--- src/rtl/dm_arbiter.sv ---
// ============================================================================
// Module   : dm_arbiter
// Purpose  : Two-port (A/B) arbiter in front of a single-ported data memory.
//            An access is sampled in IDLE and presented on the registered
//            mem_* bus for one ACCESS cycle; reads spend one extra RDATA
//            cycle to capture mem_read_data into the requester's rdata.
//            Ties between A and B are broken round-robin using a 1-bit
//            last-served pointer.
// Config   : define DM_ARB_FIXED_PRIO_EN to make port A always win ties
//            (the last-served pointer is then removed entirely).
// Ports    : clock, reset                    - clock, sync active-high reset
//            req_*, we_*, addr_*, wdata_*    - requester A/B access fields
//            gnt_*                           - one-cycle grant pulse
//            rvalid_*, rdata_*               - read completion / held data
//            mem_address, mem_write_data,
//            mem_write, mem_read             - registered memory bus
//            mem_read_data                   - memory data, valid the cycle
//                                              after mem_read
//            busy                            - high when not IDLE
// Revision : 1.0 - initial release
// ============================================================================
`default_nettype none

module dm_arbiter #(
    parameter int ADDR_W = 8,
    parameter int DATA_W = 8
) (
    input  logic              clock,
    input  logic              reset,
    input  logic              req_a,
    input  logic              req_b,
    input  logic              we_a,
    input  logic              we_b,
    input  logic [ADDR_W-1:0] addr_a,
    input  logic [ADDR_W-1:0] addr_b,
    input  logic [DATA_W-1:0] wdata_a,
    input  logic [DATA_W-1:0] wdata_b,
    output logic              gnt_a,
    output logic              gnt_b,
    output logic              rvalid_a,
    output logic              rvalid_b,
    output logic [DATA_W-1:0] rdata_a,
    output logic [DATA_W-1:0] rdata_b,
    output logic [ADDR_W-1:0] mem_address,
    output logic [DATA_W-1:0] mem_write_data,
    output logic              mem_write,
    output logic              mem_read,
    input  logic [DATA_W-1:0] mem_read_data,
    output logic              busy
);

    localparam logic [1:0] c_S_IDLE   = 2'd0;
    localparam logic [1:0] c_S_ACCESS = 2'd1;
    localparam logic [1:0] c_S_RDATA  = 2'd2;

    logic [1:0]        r_state;
    logic [1:0]        w_next_state;
    logic              w_any_req;
    logic              w_pick_b;
    logic              w_sel_we;
    logic              r_sel_b;
    logic              r_rvalid_a;
    logic              r_rvalid_b;
    logic [DATA_W-1:0] r_rdata_a;
    logic [DATA_W-1:0] r_rdata_b;
    logic [ADDR_W-1:0] r_mem_address;
    logic [DATA_W-1:0] r_mem_write_data;
    logic              r_mem_write;
    logic              r_mem_read;

    assign w_any_req = req_a | req_b;

`ifdef DM_ARB_FIXED_PRIO_EN
    // A always wins; B is only picked when it is the sole requester.
    assign w_pick_b = req_b & ~req_a;
`else
    // 1 = port B was served last, so A wins the next tie (reset value).
    logic r_last_b;

    assign w_pick_b = req_b & (~req_a | ~r_last_b);

    always_ff @(posedge clock) begin
        if (reset) begin
            r_last_b <= 1'b1;
        end else if (r_state == c_S_IDLE && w_any_req) begin
            r_last_b <= w_pick_b;
        end
    end
`endif

    assign w_sel_we = w_pick_b ? we_b : we_a;

    // ------------------------------------------------------------------
    // FSM: state register
    // ------------------------------------------------------------------
    always_ff @(posedge clock) begin
        if (reset) begin
            r_state <= c_S_IDLE;
        end else begin
            r_state <= w_next_state;
        end
    end

    // ------------------------------------------------------------------
    // FSM: next-state logic
    // ------------------------------------------------------------------
    always_comb begin
        w_next_state = r_state;
        case (r_state)
            c_S_IDLE: begin
                if (w_any_req) begin
                    w_next_state = c_S_ACCESS;
                end
            end
            c_S_ACCESS: begin
                // The registered strobe tells us whether this access is a read.
                w_next_state = r_mem_read ? c_S_RDATA : c_S_IDLE;
            end
            c_S_RDATA: begin
                w_next_state = c_S_IDLE;
            end
            default: begin
                w_next_state = c_S_IDLE;
            end
        endcase
    end

    // ------------------------------------------------------------------
    // FSM: state-decoded outputs
    // ------------------------------------------------------------------
    always_comb begin
        gnt_a = 1'b0;
        gnt_b = 1'b0;
        busy  = (r_state != c_S_IDLE);
        if (r_state == c_S_ACCESS) begin
            gnt_a = ~r_sel_b;
            gnt_b = r_sel_b;
        end
    end

    // ------------------------------------------------------------------
    // Datapath registers. The requester's fields are copied onto the
    // memory bus at the IDLE->ACCESS edge, so later changes by the
    // requester cannot disturb the in-flight access.
    // ------------------------------------------------------------------
    always_ff @(posedge clock) begin
        if (reset) begin
            r_sel_b          <= 1'b0;
            r_rvalid_a       <= 1'b0;
            r_rvalid_b       <= 1'b0;
            r_rdata_a        <= '0;
            r_rdata_b        <= '0;
            r_mem_address    <= '0;
            r_mem_write_data <= '0;
            r_mem_write      <= 1'b0;
            r_mem_read       <= 1'b0;
        end else begin
            // Strobes and read-valid pulses are single-cycle by default.
            r_rvalid_a  <= 1'b0;
            r_rvalid_b  <= 1'b0;
            r_mem_write <= 1'b0;
            r_mem_read  <= 1'b0;
            case (r_state)
                c_S_IDLE: begin
                    if (w_any_req) begin
                        r_sel_b          <= w_pick_b;
                        r_mem_address    <= w_pick_b ? addr_b : addr_a;
                        r_mem_write_data <= w_pick_b ? wdata_b : wdata_a;
                        r_mem_write      <= w_sel_we;
                        r_mem_read       <= ~w_sel_we;
                    end
                end
                c_S_RDATA: begin
                    if (r_sel_b) begin
                        r_rdata_b  <= mem_read_data;
                        r_rvalid_b <= 1'b1;
                    end else begin
                        r_rdata_a  <= mem_read_data;
                        r_rvalid_a <= 1'b1;
                    end
                end
                default: begin
                end
            endcase
        end
    end

    assign rvalid_a       = r_rvalid_a;
    assign rvalid_b       = r_rvalid_b;
    assign rdata_a        = r_rdata_a;
    assign rdata_b        = r_rdata_b;
    assign mem_address    = r_mem_address;
    assign mem_write_data = r_mem_write_data;
    assign mem_write      = r_mem_write;
    assign mem_read       = r_mem_read;

endmodule

`default_nettype wire

--- config.mk ---
export PLATFORM = sky130hd
export DESIGN_NAME = dm_arbiter
export DESIGN_NICKNAME = d
export VERILOG_FILES = /design/src/rtl/dm_arbiter.sv
export SDC_FILE = /design/constraint.sdc
export NUM_CORES = 1
export LEC_CHECK = 0
export BUFFER_PORTS_ARGS = -buffer_cell sky130_fd_sc_hd__buf_2
export CAP_MARGIN = 15
export CORE_ASPECT_RATIO = 1.1
export CORE_MARGIN = 2
export CORE_UTILIZATION = 41
export CTS_CLUSTER_DIAMETER = 80
export DETAILED_ROUTE_END_ITERATION = 7
export GPL_TIMING_DRIVEN = 0
export HOLD_SLACK_MARGIN = 0.06
export PLACE_DENSITY = 0.75
export RECOVER_POWER = 100
export SYNTH_ARGS = -nofsm -noshare
export SYNTH_HDL_FRONTEND = slang
export SYNTH_SLANG_ARGS = --single-unit
--- constraint.sdc ---
create_clock -name clock -period 1.1 [get_ports clock]
set_input_delay 0.055 -clock clock [delete_from_list [all_inputs] [get_ports clock]]
set_output_delay 0.055 -clock clock [all_outputs]
set_load 0.05 [all_outputs]
# Yosys cells after proc, flatten, opt, wreduce, memory -nomap -nowiden
# Index checks and enable logic that the tools add are counted.
# Widths: inputs -> output; s select.
# word_totals
regBits,40
input_bits,46
output_inout_bits,39
wordCells,42
# classes
n_eq_ne,3
n_mux,10
n_bitwise,10
n_reduce_logical,8
# ops
operator,n
$mux 8,2
$not 1->1,7
$reduce_and 2->1,3
$mux 1,5
$mux 2,2
$pmux 2 s2,1
$reduce_or 3->1,1
$eq 2x1->1 const B,1
$eq 2x2->1 const B,1
$logic_not 2->1,1
$ne 2x2->1 const B,1
$or 1x1->1,2
$reduce_bool 2->1,1
$reduce_or 2->1,1
$and 1x1->1,1
$logic_and 1x1->1,1

# Logic depth before layout (Yosys ltp)
# Gate-level depths: netlist of run 1.
# logic_depth
depth_word,5
depth_mapped,5
depth_no_buf,4

# Worst setup path after synthesis of run 1
# OpenSTA, ideal clock, no wires.
# synth_path
kind,reg-to-output
from,reg r_state[0]
to,out gnt_a
arrival_ns,1.527
required_time_ns,1.045
setup_slack_ns,-0.482
path_stages_with_launch,2
path_buffers,0
path_cell_list,dfxtp_1 -> nor3b_1
# synth_via
elab_chain_cells,2
# synth_lines
element,line,text
from (decl),56,logic [1:0] r_state;
from (signal assigned),98,r_state <= c_S_IDLE;
from (signal assigned),100,r_state <= w_next_state;
$eq 2x1->1,135,if (r_state == c_S_ACCESS) begin
$mux 1,135,
to (decl),38,"output logic gnt_a,"
# Every way passes these cells.

# Final worst setup path of run 1
# layout_path
from,reg r_last_b
to,reg r_mem_write_data[7] (netlist: mem_write_data[7])
# layout_via
elab_chain_cells,4
# layout_lines
element,line,text
from (decl),78,logic r_last_b;
from (signal assigned),86,r_last_b <= w_pick_b;
$not 1->1,80,assign w_pick_b = req_b & (~req_a | ~r_last_b);
$or 1x1->1,80,
$and 1x1->1,80,
$mux 8,168,r_mem_write_data <= w_pick_b ? wdata_b : wdata_a;
to (signal assigned),168,
to (decl),67,logic [DATA_W-1:0] r_mem_write_data;
# Every way passes these cells.
# A chain may end at the register's enable or synchronous reset.

==> results of run 1 <==
==> cell families after synthesis <==
logic type | count (synthesis)
buf+inv | 15
simple gates | 66
mux | 17
flops | 40
compound gates | 37
==> placed cells by master (no fill, tap or decap), types with 2 or more instances in the layout <==
master / n
buf_2: 46
dlygate4sd3_1: 40
dfxtp_1: 36
clkbuf_2: 36
nor2_1: 19
nand2_2: 16
a21oi_1: 16
nand2_1: 16
buf_6: 15
mux2i_1: 15
a311oi_2: 11
clkbuf_8: 6
buf_4: 6
a311oi_1: 5
clkbuf_1: 4
dfxtp_4: 4
nand2_4: 3
nor2_4: 2
nor3b_2: 2
buf_8: 2
mux2i_2: 2
nor2b_1: 2
==> power by group through the flow <==
stage / clock [W] / sequential [W] / combinational [W]
floorplan: 0 / 0.00185 / 0.000355
global placement: 0 / 0.00161 / 0.000821
detailed placement: 0 / 0.00161 / 0.000828
CTS: 0.00100 / 0.00158 / 0.00101
global route: 0.00106 / 0.00159 / 0.00113
finish: 0.000986 / 0.00158 / 0.00107
==> synthesized netlist by cell type <==
library cell / instances
a21bo_1: 1
a21boi_4: 1
a21oi_1: 17
a221o_1: 1
a311oi_1: 6
a311oi_2: 10
and3b_1: 1
buf_1: 1
buf_12: 1
buf_2: 4
buf_4: 1
buf_6: 5
clkbuf_1: 2
dfxtp_1: 40
inv_1: 1
mux2i_1: 17
nand2_1: 26
nand2_2: 9
nand3b_1: 1
nor2_1: 20
nor2_4: 1
nor2b_1: 2
nor3_1: 1
nor3b_1: 2
nor3b_2: 1
nor4bb_1: 1
o21ai_0: 1
or2_1: 1
==> per-stage QoR <==
| stage | hold WS [ns] | power, W | cells | cell area [sq um] |
|---|---|---|---|---|
| final | 0.0692 | 0.00364 | 371 | 2990 |
| after global routing | 0.0900 | 0.00378 | 371 | 2990 |
| after CTS | 0.0629 | 0.00359 | 367 | 2900 |
| after detailed placement | 0.274 | 0.00244 | 311 | 2240 |
| after global placement | 0.261 | 0.00243 | 311 | 2240 |
| after floorplan | 0.125 | 0.00221 | 175 | 1760 |
==> worst max-delay path: stages, from the launching register on <==
cell and delay [ns]:
dfxtp_4 0.37, a21bo_1 0.13, buf_6 0.15, clkbuf_16 0.16
nand2_2 0.06, a311oi_2 0.22
==> area by class of cell <==
type | count | area (sq um)
Timing Repair Buffer | 136 | 975
Tap cell | 52 | 65.1
Fill cell | 274 | 1030
Clock buffer | 8 | 90.1
Inverter | 1 | 6.26
Buffer | 14 | 136
Multi-Input combinational cell | 120 | 901
Sequential cell | 40 | 816
==> flip-flops by register name (all words and copies together) (netlist names) <==
register        flops
mem_address         8
mem_write_data      8
rdata_a             8
rdata_b             8
r_state             2
mem_read            1
mem_write           1
r_last_b            1
r_sel_b             1
rvalid_a            1
rvalid_b            1
==> final timing paths <==
path	from	to	depth (start not counted)
min reg2reg	mem_read$_SDFF_PP0_	r_state[1]$_SDFFE_PP0P_	1
max reg2reg	r_last_b$_SDFFE_PP1P_	mem_write_data[7]$_SDFFE_PP0P_	5
min	wdata_b[0]	mem_write_data[0]$_SDFFE_PP0P_	3
max	r_last_b$_SDFFE_PP1P_	mem_write_data[7]$_SDFFE_PP0P_	5
==> metal layers <==
| metal | track usage | wire length, um | vias up | share of wire |
|---|---|---|---|---|
| li1 | - | - | 898 | - |
| met1 | 0.259 | 2100 | 863 | 0.39 |
| met2 | 0.384 | 2760 | 77 | 0.52 |
| met3 | 0.0558 | 333 | 16 | 0.063 |
| met4 | 0.0816 | 126 | 0 | 0.024 |
| met5 | 0 | 0 | - | 0 |
==> timing repair <==
item | CTS | global route
gates resized for setup | 29 | 21
pin swaps | 15 | 14
endpoints found under the setup margin | 36 | 37
endpoints found under the hold margin | 33 | 0
hold buffers | 40 | 0
setup buffers | 7 | 4
cloned | 1 | 2
==> qor.txt, run 1 <==
Worst Hold Class = primary input to flop
violated checks = negative setup slack
die area = 0.00478 sq mm
drt wl/cell = 14.4 um
VDD IR max = 0.737 mV
DRT Wirelength = 5330 um
Setup TNS = -1.16 ns
Switching Share = 0.316
Seq pwr share = 0.435
CTS HTree Levels = 2
Synth area leader = dfxtp_1
DRC viols = 0
Max-Cap Viols = 0
largest family of logic cells by synthesized area = compound AO/OA/AOI/OAI gates
Longest Clk Path Bufs = 2
share of cells above drive strength 1 = 0.492
Final min period = 1.18 ns
Yosys top cell area share = 0.460
I/O Buffers = 84
die height = 72.3 um
Least-Margin Pin Slew = 0.681 ns
clock power share = 0.271
crit path kind = flop to flop
Post-DRT Antenna Nets = 0
syn nets = 221
P&R area growth vs syn = 71.9%
DR vias/cell = 5.00
sequential share of the synthesized area = 0.460
core area = 0.00402 sq mm
Comb power frac = 0.294
Initial Utilization = 0.432
Root Buffer = clkbuf_8
vias in the first global route = 1,787
CP required = 1.30 ns
final hold violations = 0
Critical Path Fanout Max = 7
first-pass GRT wire length = 8170 um
Clock Sinks = 40
Int Pwr = 0.00249 W
clock slew at reported path FFs = 0.08 ns
fin crit share = 1.07
num ports = 85
mux contribution to synthesized area = 0.0978
Worst R2R Setup Slack = -0.08 ns
Rel. slew slack = 0.546
Arr. time, crit path = 1.38 ns
Mean Syn Cell Area = 9.94 sq um
post-synthesis adder-cell area fraction = 0
post-route setup slack = -0.0807 ns
cell row count = 24
CTS tree = yes
power per cell area = 1220 mW/mm^2
Place WS = -0.124 ns
drt pass-1 iters = 4
RePlAce Congestion = 0.688
n_diodes = 0
final setup violation count = 28
Max Slew Vio Count = 0
Vias = 1,854
Nets = 364
global router's overall resource usage = 0.220
Gate Count Post-Synth = 175
worst-skew pair later-pin latency = 0.29 ns
Overflow after GRT = 0
final core utilization = 0.743
mapped cell area = 0.00174 sq mm
fmax = 847 MHz
antenna violations before repair = 0
CP startpoint kind = flop
RSZ-0062 raised after global routing = yes
FF+latch count, synth = 40
post-detail-place hpwl = 3000 um
Initial DRC Count = 54
Sw Pwr = 0.00115 W
Fin Clk Skew = 0.00724 ns
Setup crit end kind = flop
status = finished with violations
Chip Width = 66.1 um
Synth area leaders = dfxtp_1 (46%), mux2i_1 (9.8%), a311oi_2 (8.6%)
Post-Synth XOR/XNOR Area = 0
post-synthesis compound-gate area fraction = 0.191
P_leak = 1.39 nW
CTS buffer count = 5
largest net degree at the start of global routing = 12
post-synthesis simple-gate area fraction = 0.183
Yosys warnings = 0
count of cell types in the netlist = 28
Note: power is estimated with default switching activity, not from simulation.
==> inputs of run 2 (changes only) <==
--- a/config.mk
+++ b/config.mk
@@ -14,7 +14,7 @@
 export DETAILED_ROUTE_END_ITERATION = 7
 export GPL_TIMING_DRIVEN = 0
 export HOLD_SLACK_MARGIN = 0.06
-export PLACE_DENSITY = 0.75
+export PLACE_DENSITY_LB_ADDON = 0.08
 export RECOVER_POWER = 100
 export SYNTH_ARGS = -nofsm -noshare
 export SYNTH_HDL_FRONTEND = slang
==> run 2 against run 1 <==
- the run still ends with negative setup slack left
- non-clock buffer count shrank 2
- routed wire length decreased by 4.0%
- critical path type unchanged
- clock power is 2% lower
- sequential power about the same
- global-route usage decreased by 0.72 points
- critical endpoint is now mem_address[3]$_SDFFE_PP0P_
==> qor.txt, run 2 (synthesis gave the netlist of run 1 again) <==
Critical Path Fanout Max = 10 (was 7)
CP required = 1.31 ns (was 1.30 ns)
Setup crit end kind = flop (unchanged)
post-detail-place hpwl = 2920 um (was 3000 um)
I/O Buffers = 84 (unchanged)
Rel. slew slack = 0.538 (was 0.546)
final setup violation count = 31 (was 28)
Arr. time, crit path = 1.38 ns (about the same)
vias in the first global route = 1,711 (was 1,787)
n_diodes = 0 (unchanged)
core area = 0.00402 sq mm (unchanged)
DR vias/cell = 4.90 (was 5.00)
Place WS = -0.134 ns (was -0.124 ns)
CP cell instances = nor2_4 -> buf_4 -> a21oi_1 -> a311oi_2 (was a21bo_1 -> buf_6 -> clkbuf_16 -> nand2_2 -> a311oi_2)
power per cell area = 1200 mW/mm^2 (was 1220 mW/mm^2)
first-pass GRT wire length = 7840 um (was 8170 um)
Max Slew Vio Count = 0 (unchanged)
drt wl/cell = 13.9 um (was 14.4 um)
crit path kind = flop to flop (unchanged)
Longest Clk Path Bufs = 2 (unchanged)
hold path startpoint = we_a (was wdata_b[0])
Least-Margin Pin Slew = 0.692 ns (was 0.681 ns)
FILL cells = 286 (was 274)
Post-DRT Antenna Nets = 0 (unchanged)
Max-Cap Viols = 0 (unchanged)
final hold violations = 0 (unchanged)
largest net degree at the start of global routing = 14 (was 12)
commonest non-fill, non-tap cell in the layout = buf_2 (unchanged)
violated checks = negative setup slack (unchanged)
DRT Wirelength = 5110 um (was 5330 um)
RSZ-0062 raised after global routing = yes (unchanged)
status = finished with violations (unchanged)
total power = 0.00366 W (was 0.00364 W)
Initial Utilization = 0.432 (unchanged)
Worst Hold Class = primary input to flop (unchanged)
GR Util met2 = 0.377 (was 0.384)
die height = 72.3 um (unchanged)
worst-skew pair later-pin latency = 0.29 ns (about the same)
Vias = 1,807 (was 1,854)
Nets = 362 (was 364)
fmax = 855 MHz (was 847 MHz)
global router's overall resource usage = 0.213 (was 0.220)
num ports = 85 (unchanged)
worst setup path startpoint = r_state[1]$_SDFFE_PP0P_ (was r_last_b$_SDFFE_PP1P_)
clock slew at reported path FFs = 0.08 ns (about the same)
P_leak = 1.39 nW (about the same)
Chip Width = 66.1 um (unchanged)
Initial DRC Count = 72 (was 54)
drt pass-1 iters = 4 (unchanged)
max incr delay on CP = 0.37 ns (about the same)
RePlAce Congestion = 0.675 (was 0.688)
Fin Clk Skew = 0.00774 ns (was 0.00724 ns)
antenna violations before repair = 0 (unchanged)
Final min period = 1.17 ns (was 1.18 ns)
Cells after DPL = 311 (unchanged)
GR Util met1 = 0.251 (was 0.259)
CP startpoint kind = flop (unchanged)
DRC viols = 0 (unchanged)
Clock Sinks = 40 (unchanged)
post-route setup slack = -0.0699 ns (was -0.0807 ns)
most frequent cells in the layout = buf_2 (46), dlygate4sd3_1 (39), dfxtp_1 (36), clkbuf_2 (36), nor2_1 (19) (was buf_2 (46), dlygate4sd3_1 (40), dfxtp_1 (36), clkbuf_2 (36), nor2_1 (19))
CTS tree = yes (unchanged)
M3 GR Usage = 0.0450 (was 0.0558)
Hold Worst Slack = 0.0514 ns (was 0.0692 ns)
Post-Layout Cell Count = 369 (was 371)
slowest CP cell = dfxtp_4 (unchanged)
CTS HTree Levels = 2 (unchanged)
VDD IR max = 0.611 mV (was 0.737 mV)
P&R area growth vs syn = 74.6% (was 71.9%)
Setup TNS = -1.08 ns (was -1.16 ns)
GR peak layer = met2 (unchanged)
die area = 0.00478 sq mm (unchanged)
fin crit share = 1.06 (was 1.07)
Overflow after GRT = 0 (unchanged)
Root Buffer = clkbuf_8 (unchanged)
CTS buffer count = 5 (unchanged)
reg2reg start = r_state[1]$_SDFFE_PP0P_ (was r_last_b$_SDFFE_PP1P_)
share of cells above drive strength 1 = 0.527 (was 0.492)
cell row count = 24 (unchanged)
==> run 2: path summary, 6_finish.rpt <==
check	depth (start not counted)	slack [ns]	end
worst max-delay path	4	-0.07	mem_address[3]$_SDFFE_PP0P_
worst max register to register	4	-0.07	mem_address[3]$_SDFFE_PP0P_
worst min-delay path	3	0.05	mem_write$_SDFF_PP0_
worst min register to register	1	0.47	r_state[1]$_SDFFE_PP0P_
==> run 2: through the flow <==
stage / area [sq um] / utilization
floorplan: 1760 / -
global placement: 2240 / 0.558
detailed placement: 2240 / 0.558
CTS: 2890 / 0.718
global route: 3040 / 0.755
finish: 3040 / 0.755
==> run 2: critical path, delay by kind of cell (launching register included) <==
family	cells	cell delay, ns
AO/OA/AOI/OAI	2	0.35
buffers and inverters	1	0.21
AND/OR/NAND/NOR	1	0.16
flip-flops	1	0.37
==> run 2: what timing repair did <==
action,in CTS,in global routing
gates cloned,1,2
hold buffers,39,0
endpoints found under the setup margin,33,39
gates resized for setup,25,34
pin swaps,11,18
hold endpoints to repair,32,0
buffers inserted,6,2
==> run 2: metal layers <==
| layer | vias to the layer above | wire length, um |
|---|---|---|
| li1 | 893 | - |
| met1 | 840 | 2020 |
| met2 | 65 | 2740 |
| met3 | 9 | 256 |
| met4 | 0 | 92 |
| met5 | - | 0 |
==> run 2: area by class of cell <==
cell class                      instances  area [sq um]  share of cell area
Tap cell                               52          65.1              0.0214
Buffer                                 14           141              0.0466
Multi-Input combinational cell        120           952               0.314
Timing Repair Buffer                  134           971               0.320
Clock buffer                            5          68.8              0.0227
Clock inverter                          3          18.8             0.00618
Inverter                                1          6.26             0.00206
Sequential cell                        40           813               0.268
==> run 2: where the power goes <==
part | switching (W) | internal, W
clock | 0.000525 | 0.000442
sequential | 0.0000585 | 0.00153
combinational | 0.000631 | 0.000473
total | 0.00121 | 0.00244
